==> config.mk <==
export PLATFORM = sky130hd
export DESIGN_NAME = serial_adder
export DESIGN_NICKNAME = d
export VERILOG_FILES = /design/src/rtl/serial_adder.sv
export SDC_FILE = /design/constraint.sdc
export NUM_CORES = 1
export LEC_CHECK = 0
export ABC_AREA = 1
export CAP_MARGIN = 20
export CORE_MARGIN = 8
export CORE_UTILIZATION = 40
export CTS_BUF_LIST = sky130_fd_sc_hd__clkbuf_8 sky130_fd_sc_hd__clkbuf_16
export DETAILED_ROUTE_END_ITERATION = 12
export PLACE_DENSITY = 0.6
export REMOVE_ABC_BUFFERS = 1
export SLEW_MARGIN = 20
export SYNTH_ARGS = -nofsm -noshare
export SYNTH_HDL_FRONTEND = slang
export SYNTH_HIERARCHICAL = 1
export SYNTH_SLANG_ARGS = --single-unit
==> constraint.sdc <==
create_clock -name clk -period 3 [get_ports clk]
set_clock_uncertainty 0.2 [all_clocks]
set_input_delay 0.75 -clock clk [delete_from_list [all_inputs] [get_ports clk]]
set_output_delay 0.75 -clock clk [all_outputs]
set_load 0.01 [all_outputs]
==> src/rtl/serial_adder.sv <==
// rtl/serial_adder.sv - bit-serial adder: one full_adder cell, carry flop, LSB-first shift registers

module full_adder (
  input  logic i_a,
  input  logic i_b,
  input  logic i_c,
  output logic o_s,
  output logic o_c
);
  assign o_s = i_a ^ i_b ^ i_c;
  assign o_c = (i_a & i_b) | (i_a & i_c) | (i_b & i_c);
endmodule

module serial_adder #(
  parameter int WIDTH = 8,
  parameter int CW    = 6
) (
  input  logic             clk,
  input  logic             rst,
  input  logic             in_valid,
  output logic             in_ready,
  input  logic [WIDTH-1:0] a,
  input  logic [WIDTH-1:0] b,
  input  logic             cin,
  output logic             out_valid,
  input  logic             out_ready,
  output logic [WIDTH-1:0] sum,
  output logic             cout,
  output logic             busy
);

  typedef enum logic [1:0] {S_IDLE, S_RUN, S_DONE} state_t;

  state_t           r_state;
  state_t           w_state_nxt;
  logic [WIDTH-1:0] r_a_sr;
  logic [WIDTH-1:0] r_b_sr;
  logic [WIDTH-1:0] r_acc;
  logic [WIDTH-1:0] r_sum;
  logic [WIDTH-1:0] w_acc_nxt;
  logic [CW-1:0]    r_cnt;
  logic             r_carry;
  logic             r_cout;
  logic             r_out_valid;
  logic             w_s;
  logic             w_c;
  logic             w_last;
  logic             w_accept;
  logic             w_out_fire;

  full_adder u_fa (
    .i_a (r_a_sr[0]),
    .i_b (r_b_sr[0]),
    .i_c (r_carry),
    .o_s (w_s),
    .o_c (w_c)
  );

  // New sum bit enters at the MSB so the LSB-first stream lands in place after WIDTH shifts
  assign w_acc_nxt = (r_acc >> 1) | (WIDTH'(w_s) << (WIDTH - 1));
  assign w_last    = (r_cnt == CW'(WIDTH - 1));

  assign in_ready  = (r_state == S_IDLE) && !rst;
  assign out_valid = r_out_valid;
  assign sum       = r_sum;
  assign cout      = r_cout;
  assign busy      = (r_state != S_IDLE);

  always_comb begin
    w_state_nxt = r_state;
    w_accept    = 1'b0;
    w_out_fire  = 1'b0;
    case (r_state)
      S_IDLE: begin
        w_accept = in_valid;
        if (in_valid) w_state_nxt = S_RUN;
      end
      S_RUN: begin
        if (w_last) w_state_nxt = S_DONE;
      end
      S_DONE: begin
        w_out_fire = out_ready;
        if (out_ready) w_state_nxt = S_IDLE;
      end
      default: w_state_nxt = S_IDLE;
    endcase
  end

  always_ff @(posedge clk) begin
    if (rst) begin
      r_state     <= S_IDLE;
      r_a_sr      <= '0;
      r_b_sr      <= '0;
      r_acc       <= '0;
      r_sum       <= '0;
      r_cnt       <= '0;
      r_carry     <= 1'b0;
      r_cout      <= 1'b0;
      r_out_valid <= 1'b0;
    end else begin
      r_state <= w_state_nxt;
      if (w_accept) begin
        r_a_sr  <= a;
        r_b_sr  <= b;
        r_carry <= cin;
        r_cnt   <= '0;
      end
      if (r_state == S_RUN) begin
        r_a_sr  <= r_a_sr >> 1;
        r_b_sr  <= r_b_sr >> 1;
        r_acc   <= w_acc_nxt;
        r_carry <= w_c;
        r_cnt   <= r_cnt + CW'(1);
        // Output registers only change on completion, so they hold across the next RUN
        if (w_last) begin
          r_sum       <= w_acc_nxt;
          r_cout      <= w_c;
          r_out_valid <= 1'b1;
        end
      end
      if (w_out_fire) r_out_valid <= 1'b0;
    end
  end

endmodule

# Word-level counts from Yosys, hierarchy flattened
# Cells that the tools add are included.
[classes]
addsub = 1
n_eq_ne = 6
n_mux = 14
n_bitwise = 8
reduce_logical = 9
[ops]
columns = ["op", "count"]
rows = [
  ["two-way mux 7 bit", 4],
  ["two-way mux 6 bit", 2],
  ["bitwise OR 7 x 8 -> 8 bit", 1],
  ["adder 6 x 1 -> 6 bit, second input constant", 1],
  ["equality test 6 x 3 -> 1 bit, second input constant", 1],
  ["two-way mux 2 bit", 3],
  ["!= test 2 bit, second input constant", 3],
  ["case mux 2 bit (3 select lines)", 1],
  ["two-way mux 1 bit", 4],
  ["nonzero test 2 bit", 2],
  ["OR reduction 2 bit", 2],
  ["bitwise AND 1 bit", 3],
  ["AND reduction 3 bit", 1],
  ["equality test 2 x 1 -> 1 bit, second input constant", 1],
  ["equality test 2 bit, second input constant", 1],
  ["logical NOT 2 bit", 1],
  ["bitwise OR 1 bit", 2],
  ["AND reduction 2 bit", 1],
  ["XOR 1 bit", 2],
  ["logical AND 1 bit", 1],
  ["logical NOT 1 bit", 1],
]
[totals]
register_bits = 43
inputBits = 21
out_inout_bits = 12
word_cells = 49

# Longest topological paths before layout
# Gate-level depths: netlist of the first run.
[depth]
word_depth = 4
depth_mapped = 8
depth_no_buf = 7

# Hierarchy
# The synthesis of the first run kept the hierarchy.
[modules_own_cells]
columns = ["mod", "n_inst", "cells_each", "area_per_inst_um2", "seq_area_each_um2"]
rows = [
  ["serial_adder", 1, 286, 1914.3, 840.8],
  ["full_adder", 1, 1, 20.0, 0.0],
]

# Least setup slack after synthesis of the first run
# OpenSTA, ideal clock, no wires.
[synth_path]
kind = "input -> output"
from = "input rst"
to = "output in_ready"
arrival_time_ps = 1312
t_required_ps = 2050
path_slack_ps = 738
cell_stages = 3
path_buffers = 2
path_cell_list = "buf_2 -> clkbuf_1 -> nor2_1"
[synth_via]
elab_chain_len = 2
[synth_lines]
columns = ["item", "line", "rtl"]
rows = [
  ["from (decl)", "19", "input logic rst,"],
  ["logical NOT 1 bit", "63", "assign in_ready = (r_state == S_IDLE) && !rst;"],
  ["logical AND 1 bit", "63", ""],
  ["to (decl)", "21", "output logic in_ready,"],
]
# Every way passes these cells.

# Worst setup path in the final report of the first run
# Same ends and word-level chain as after synthesis.

==> key figures, run 1 <==
Status
  – Status: finished clean

Floorplan
  – Initial core utilization: 0.4123
  – Die Wd: roughly 86 um
  – Die ar.: ~7300 um^2
  – IO Pins: 33
  – Core Rows: 25
  – Core ar.: between 4000 and 5000 um^2
  – Die H: 85.54 um

Placement
  – Port Buffers: 32
  – DP Wirelength: around 2.7 mm
  – RePlAce Congestion: 0.7400

Yosys
  – Synth area leaders: dfxtp_1 43%, nand2_1 14%, nor2_1 9.7%
  – Top cell type's share of synthesized area: 0.4347
  – Count leader, synth: nand2_1
  – Ys flop type: dfxtp_1
  – Asr flop ratio synth: 0
  – Sequential-to-total area share from yosys stat: 0.4347
  – Largest family of logic cells by synthesized area: simple AND/OR/NAND/NOR gates
  – Post-Synth Adder-Cell Area: 0.01682
  – Synthesis-stage register bit count: 42
  – Mux share of post-synthesis cell area: 0
  – Ys Warns: 6
  – Mean area per synthesized cell: between 6 and 7 um^2
  – Syn Std Cell Area: ~1900 um^2
  – Commonest cells in the synthesized netlist: 72 x nand2_1, 50 x nor2_1, 48 x inv_1
  – Simple-gate portion of the synthesized area: 0.3519
  – Fraction of synthesized cell area in xor and xnor cells: 0
  – Cell taking the most area after synthesis: dfxtp_1
  – Synth unique cells: 23
  – Post-synthesis compound-gate area fraction: 0.06533
  – Number of synthesized flops with an enable pin: 0
  – Cells after synthesis: roughly 290

Timing
  – Final Cycle Share: 0.9183
  – Hold Fails Final Rpt: 0
  – Slew HR: 0.7225
  – Final setup violation count: 0
  – Slew Viols, Final: 0
  – Setup Total Neg Slack: 0 ns
  – RSZ-0062 raised after global routing: no
  – Max Freq: 363.0 MHz
  – Fin crit period: roughly 2.8 ns
  – Slew @ Worst Pin: just over 0.4 ns

Worst setup path
  – Crit. End Element: primary output
  – CP required: a little over 2 ns
  – Crit Path Category: input port to primary output
  – Worst Path Max Fanout: 2
  – Critical Path Source Type: input port
  – Worst path arrival time: 1.80 ns

Clock network
  – CTS buffer count: 5
  – Cts repair resizes: 0
  – Maximum buffer depth of the clock tree: 2
  – Clock latency on the worst-skew pair: 0.29 ns
  – CTS tree: yes
  – Root Driver: clkbuf_8
  – # hold bufs at CTS: 0
  – Post-CTS Setup Repair Bufs: 0
  – Htree depth: 2
  – CTS sink count: 42
  – Worst-path clk slew: 0.08 ns

Global route
  – Met3 global-route usage: 0.02961
  – Initial antenna violation count: 0
  – Vias in the first global route: about 1600
  – Met2 usage: 0.1968
  – Global-route wire length before repair: 6.706 mm
  – Global route hottest layer: met2
  – GR Layer Usage met1: 0.1251
  – Tot GR Track Use: 0.1124
  – GRT overflow: 0
  – Pin count of the biggest net entering global routing: 25

Routing
  – Drt total wl: just under 4 mm
  – WL/cell: 10.43 um
  – Detailed-route DRC error count: 0
  – Vias: 1696
  – DR vias/cell: approximately 4.5
  – Routed Antenna Nets: 0
  – Pre-antenna DRT Iters: 4
  – DR iter-0 viols: 77

Power and ir drop
  – Static leakage: around 1.1 nW
  – Cell Pwr Density: 482.3 nW/um^2
  – Total chip power: about 1.2 mW
  – Peak VDD IR: 0.0002214 V

Final layout
  – P&R area growth vs syn: 24.06%
  – Antenna diode count: 0
  – Layout cells sized above 1: 0.06231
  – Nets: 343

Run
  – Max-cap viol count: 0

Min path
  – Hold Path Class: flop to flop
kinds of logic (layout without fill, tap and decap cells):
logic type / Yosys count / in the layout
AOI/OAI and AO/OA: 24 / 24
adders and majority gates: 2 / 2
buffers and inverters: 60 / 94
DFF: 42 / 42
and+or+nand+nor: 159 / 159
final timing paths:
check | cells after the start | endpoint | slack, ns | startpoint
worst max-delay path | 3 | in_ready | 0.25 | rst
worst min-delay path | 2 | r_a_sr[7] | 0.24 | r_a_sr[7]
worst max register to register | 7 | cout | 1.23 | r_cnt[0]
worst min register to register | 2 | r_a_sr[7] | 0.24 | r_a_sr[7]
critical path, stage by stage:
cell and delay (ns):
clkdlybuf4s50_1 0.42, nor2_1 0.10, clkdlybuf4s50_1 0.54
placed cells by master, fill, tap and decap left out:
master / n
nand2_1: 72
nor2_1: 50
inv_1: 48
dfxtp_1: 42
clkdlybuf4s50_1: 32
nand3_1: 14
o21ai_0: 13
a21oi_1: 9
nor3b_1: 8
clkbuf_8: 8
nor3_1: 6
buf_4: 5
nand4_1: 3
nor2_2: 2
nand2_2: 2
o21ai_2: 1
inv_2: 1
nor2_4: 1
a211oi_1: 1
nand3b_1: 1
ha_1: 1
fa_1: 1
registers in the layout, summed over array words and instances (netlist names):
register and cells:
cout 1, out_valid 1, r_a_sr 8, r_acc 7, r_b_sr 8, r_carry 1
r_cnt 6, r_state 2, sum 8
metal layers:
metal  up-vias  share of wire
met5         -              0
met4         0          0.015
met3         6          0.048
met2        30           0.46
met1       725           0.47
li1        935              -
power breakdown:
part,total (mW),internal (mW),switching [mW]
clock network,0.419,0.232,0.186
logic,0.139,0.0652,0.0743
registers,0.599,0.585,0.0146
total,1.16,0.882,0.275
per-stage QoR:
step                      setup slack, ns  cell area [um^2]  hold WS (ns)  cells    util
after floorplan                     1.119              1864        0.2199    276       -
after global placement             0.2352              2290        0.2302    367  0.4880
after detailed placement           0.2423              2290        0.2334    367  0.4880
after CTS                          0.2397              2400        0.2457    375  0.5115
after global routing               0.1758              2400        0.2722    375  0.5115
final                              0.2450              2400        0.2421    375  0.5115
layout make-up:
class | count | area, um^2
Multi-Input combinational cell | 185 | 839.6
Sequential cell | 42 | 840.8
Tap cell | 54 | 67.56
Clock buffer | 8 | 110.1
Inverter | 49 | 183.9
Timing Repair Buffer | 37 | 357.8
Fill cell | 500 | 2292
Power figures use the tool's default switching activity.
==> inputs of run 2 (changes only) <==
--- a/config.mk
+++ b/config.mk
@@ -7,11 +7,14 @@
 export LEC_CHECK = 0
 export ABC_AREA = 1
 export CAP_MARGIN = 20
+export CELL_PAD_IN_SITES_DETAIL_PLACEMENT = 2
+export CELL_PAD_IN_SITES_GLOBAL_PLACEMENT = 2
 export CORE_MARGIN = 8
-export CORE_UTILIZATION = 40
+export CORE_UTILIZATION = 30
 export CTS_BUF_LIST = sky130_fd_sc_hd__clkbuf_8 sky130_fd_sc_hd__clkbuf_16
 export DETAILED_ROUTE_END_ITERATION = 12
-export PLACE_DENSITY = 0.6
+export MAX_ROUTING_LAYER = met4
+export PLACE_DENSITY = 0.79
 export REMOVE_ABC_BUFFERS = 1
 export SLEW_MARGIN = 20
 export SYNTH_ARGS = -nofsm -noshare
==> key figures, run 2 (synthesis gave the netlist of run 1 again) <==
Timing
  – Fin Hold WS: 0.2475 ns
  – Hold Fails Final Rpt: 0
  – Final setup violation count: 0
  – Max Freq: 360.7 MHz
  – Slew Viols, Final: 0
  – Fin crit period: ~2.8 ns
  – RSZ-0062 raised after global routing: no
  – Slew HR: 0.6882
  – Final Cycle Share: 0.9242
  – Worst setup margin: roughly 0.23 ns
  – Slew @ Worst Pin: around 0.47 ns
  – Setup Total Neg Slack: 0 ns

Global route
  – Global-route wire length before repair: between 9 and 10 mm
  – Vias in the first global route: slightly above 2000
  – Initial antenna violation count: 0
  – GRT overflow: 0
  – Tot GR Track Use: 0.1378
  – Pin count of the biggest net entering global routing: 25

Routing
  – Detailed-route DRC error count: 0
  – WL/cell: ~14 um
  – Vias: 1850
  – Routed Antenna Nets: 0
  – DR vias/cell: between 4 and 5
  – Drt total wl: about 5.5 mm
  – Pre-antenna DRT Iters: 2
  – DR iter-0 viols: 54

Worst setup path
  – Crit path from: rst
  – CP required: just over 2 ns
  – RR Startpoint: r_cnt[0]
  – Worst Path Max Fanout: 2
  – Crit Path Category: input port to primary output
  – Critical Path Source Type: input port
  – Crit. End Element: primary output
  – Worst path arrival time: around 1.8 ns

Clock network
  – CTS sink count: 42
  – CTS tree: yes
  – # hold bufs at CTS: 0
  – Root Driver: clkbuf_8
  – Worst-path clk slew: 0.08 ns
  – CTS buffer count: 5
  – Cts repair resizes: 0
  – Clock latency on the worst-skew pair: between 0.2 and 0.3 ns
  – Post-CTS Setup Repair Bufs: 0
  – Htree depth: 2
  – Maximum buffer depth of the clock tree: 2

Min path
  – Hold Path Class: flop to flop
  – Hold Crit Start: r_b_sr[7]

Power and ir drop
  – Peak VDD IR: roughly 0.00019 V
  – Cell Pwr Density: around 530 nW/um^2
  – Static leakage: 1.116 nW
  – Total chip power: between 1 and 1.5 mW

Floorplan
  – Die Wd: approximately 96 um
  – Core Rows: 29
  – Initial core utilization: 0.3082
  – Die ar.: between 9000 and 10000 um^2
  – Die H: 96.30 um
  – Core ar.: ~6300 um^2
  – IO Pins: 33

Final layout
  – Layout cells sized above 1: 0.06231
  – Layout Cells excl Fill: around 400
  – Finished Cell Area: about 2500 um^2
  – Most frequent cells in the layout: 72 x nand2_1, 50 x nor2_1, 48 x inv_1
  – Antenna diode count: 0
  – Commonest non-fill, non-tap cell in the layout: nand2_1
  – P&R area growth vs syn: 27.23%
  – Nets: 343
  – Util after Layout: 0.3921

Placement
  – DP Worst Slack: between 0.2 and 0.25 ns
  – DP Wirelength: 3.812 mm
  – Placed insts: 390
  – Port Buffers: 32
  – RePlAce Congestion: about 0.70
  – Placed Area: ~2300 um^2

Status
  – Status: finished clean

Run
  – Max-cap viol count: 0
-- run 2: cell types whose count changed in the layout (fill, tap and decap cells not counted), sizes merged --
cell	before	now
clkbuf	8	6
bufinv	0	2
-- run 2: path summary, 6_finish.rpt --
path	to	slack (ns)	depth (start not counted)
setup / recovery	in_ready	0.23	3
hold reg to reg	r_b_sr[7]	0.25	2
hold / removal	r_b_sr[7]	0.25	2
setup reg to reg	sum[0]	1.09	7
-- run 2: routing by layer --
layer / wire [um] / GRT usage / vias up
li1: - / - / 929
met4: 54 / 0.04161 / 0
met2: 3051 / 0.2560 / 22
met3: 109 / 0.02340 / 4
met1: 2306 / 0.1446 / 895
met5: 0 / - / -
-- run 2: final cells by class --
cell class | instances | area (um^2)
Clock buffer | 6 | 82.58
Clock inverter | 2 | 60.06
Fill cell | 767 | 3816
Inverter | 49 | 183.9
Multi-Input combinational cell | 185 | 839.6
Sequential cell | 42 | 840.8
Tap cell | 77 | 96.34
Timing Repair Buffer | 37 | 357.8
-- run 2: power breakdown --
group | total [mW] | switching, mW | internal (mW) | leakage [nW]
sequential | 0.601 | 0.0166 | 0.585 | 0.344
clock | 0.557 | 0.202 | 0.355 | 0.0714
combinational | 0.147 | 0.0814 | 0.0653 | 0.701
total | 1.31 | 0.300 | 1.01 | 1.12
-- run 2: critical path, cell delays in order --
cell and delay, ns:
clkdlybuf4s50_1 0.42, nor2_1 0.11, clkdlybuf4s50_1 0.54
==> inputs of run 3 (changes only) <==
--- a/config.mk
+++ b/config.mk
@@ -10,11 +10,11 @@
 export CELL_PAD_IN_SITES_DETAIL_PLACEMENT = 2
 export CELL_PAD_IN_SITES_GLOBAL_PLACEMENT = 2
 export CORE_MARGIN = 8
-export CORE_UTILIZATION = 30
+export CORE_UTILIZATION = 28
 export CTS_BUF_LIST = sky130_fd_sc_hd__clkbuf_8 sky130_fd_sc_hd__clkbuf_16
 export DETAILED_ROUTE_END_ITERATION = 12
 export MAX_ROUTING_LAYER = met4
-export PLACE_DENSITY = 0.79
+export PLACE_DENSITY = 0.74
 export REMOVE_ABC_BUFFERS = 1
 export SLEW_MARGIN = 20
 export SYNTH_ARGS = -nofsm -noshare
==> constraint.sdc (replaced) <==
create_clock -name clk -period 3.15 [get_ports clk]
set_clock_uncertainty 0.2 [all_clocks]
set_input_delay 0.7875 -clock clk [delete_from_list [all_inputs] [get_ports clk]]
set_output_delay 0.7875 -clock clk [all_outputs]
set_load 0.01 [all_outputs]
==> key figures, run 3 (synthesis gave the netlist of run 1 again) <==
Global route
  – GR Layer Usage met1: 0.1271
  – Global-route wire length before repair: 9.232 mm
  – Met3 global-route usage: 0.02723
  – Global route hottest layer: met2
  – Tot GR Track Use: 0.1205
  – Met2 usage: 0.2199
  – Initial antenna violation count: 0
  – Vias in the first global route: slightly below 2000
  – GRT overflow: 0
  – Pin count of the biggest net entering global routing: 25

Worst setup path
  – CP required: between 2 and 2.5 ns
  – Worst R2R End: sum[3]
  – CP endpoint: in_ready
  – Worst R2R Setup Slack: 1.31 ns
  – Crit path from: rst
  – Critical Path Source Type: input port
  – Crit. End Element: primary output
  – Worst path arrival time: around 1.9 ns
  – R2R cell count: 7
  – Worst Path Max Fanout: 2
  – Crit Path Category: input port to primary output
  – RR Startpoint: r_cnt[0]

Clock network
  – Cts repair resizes: 0
  – Clock latency on the worst-skew pair: approximately 0.3 ns
  – Htree depth: 2
  – Maximum buffer depth of the clock tree: 2
  – Root Driver: clkbuf_8
  – # hold bufs at CTS: 0
  – CTS buffer count: 5
  – Post-CTS Setup Repair Bufs: 0
  – CTS tree: yes
  – CTS sink count: 42
  – Worst-path clk slew: around 0.080 ns

Power and ir drop
  – Cell Pwr Density: roughly 430 nW/um^2
  – Total chip power: around 1.0 mW
  – Sequential share of power: 0.552
  – Clock Power Share: 0.313
  – Sw frac: 0.2612
  – P_sw: around 0.27 mW
  – Int Power: 0.7665 mW
  – Comb pwr share: 0.136
  – Static leakage: about 1.1 nW
  – Peak VDD IR: ~0.00018 V

Routing
  – Vias: 1826
  – Drt total wl: 5.262 mm
  – Detailed-route DRC error count: 0
  – Pre-antenna DRT Iters: 2
  – Routed Antenna Nets: 0
  – DR iter-0 viols: 70
  – DR vias/cell: 4.554
  – WL/cell: around 13 um

Timing
  – RSZ-0062 raised after global routing: no
  – Slew HR: 0.7017
  – Slew Viols, Final: 0
  – Fin Hold WS: ~0.25 ns
  – Final Cycle Share: 0.9279
  – Slew @ Worst Pin: 0.4462 ns
  – Max Freq: ~340 MHz
  – Final setup violation count: 0
  – Hold Fails Final Rpt: 0
  – Setup Total Neg Slack: 0 ns
  – Worst setup margin: approximately 0.23 ns
  – Fin crit period: ~2.9 ns

Floorplan
  – Die ar.: around 9800 um^2
  – Initial core utilization: 0.2863
  – Core ar.: 6756 um^2
  – Die H: just under 100 um
  – Die Wd: around 100 um
  – Core Rows: 30
  – IO Pins: 33

Min path
  – Hold Path Class: flop to flop
  – Hold depth: 2

Placement
  – RePlAce Congestion: ~0.76
  – Placed insts: 394
  – DP Wirelength: 3.945 mm
  – Port Buffers: 32
  – Placed Area: ~2300 um^2
  – DP Worst Slack: around 0.21 ns

Final layout
  – Most frequent cells in the layout: 72 x nand2_1, 50 x inv_1, 50 x nor2_1
  – Util after Layout: 0.3561
  – Commonest non-fill, non-tap cell in the layout: nand2_1
  – # fillers: about 840
  – Layout cells sized above 1: 0.05607
  – Nets: ~340
  – Finished Cell Area: 2406 um^2
  – P&R area growth vs syn: 24.39%
  – Footprint of the multi-input gates: around 840 um^2
  – FF+latch area: 840.8 um^2
  – Antenna diode count: 0
  – Layout Cells excl Fill: around 400

Status
  – Status: finished clean

Run
  – Max-cap viol count: 0
[run 3: cell count changes in the layout (fill, tap and decap cells not counted), sizes merged]
cell    previous run  this run
buf                5         6
bufinv             2         0
clkbuf             6         5
inv               49        51
[run 3: how the worst min path moves through the flow]
stage                endpoint  startpoint  slack [ns]
floorplan           r_a_sr[7]   r_a_sr[7]        0.22
global placement    r_b_sr[7]   r_b_sr[7]        0.23
detailed placement  r_b_sr[7]   r_b_sr[7]        0.24
CTS                 r_b_sr[7]   r_b_sr[7]        0.25
global route        r_b_sr[7]   r_b_sr[7]        0.28
finish              r_b_sr[7]   r_b_sr[7]        0.25
[run 3: cell type report]
class                   count  area share
repair buffers             38      0.1518
inverters                  49     0.07644
multi-input cells         185      0.3489
flip-flops and latches     42      0.3495
clock buffers               5     0.02860
well taps                  80     0.04160
clock inverters             2    0.003120
[run 3: metal layers]
layer / up-vias / wire (um)
li1: 937 / -
met1: 855 / 2349
met2: 28 / 2717
met3: 6 / 147
met4: 0 / 47
met5: - / 0
[run 3: critical path, stage by stage]
cell,delay [ns]
clkdlybuf4s50_1,0.47
nor2_1,0.13
clkdlybuf4s50_1,0.55
[run 3: power groups by stage]
stage               Combinational (mW)  Clock, mW  Sequential, mW
finish                           0.141      0.324           0.572
global route                     0.162      0.368           0.576
CTS                              0.146      0.345           0.573
detailed placement               0.145          0           0.585
global placement                 0.140          0           0.584
floorplan                       0.0758          0           0.581
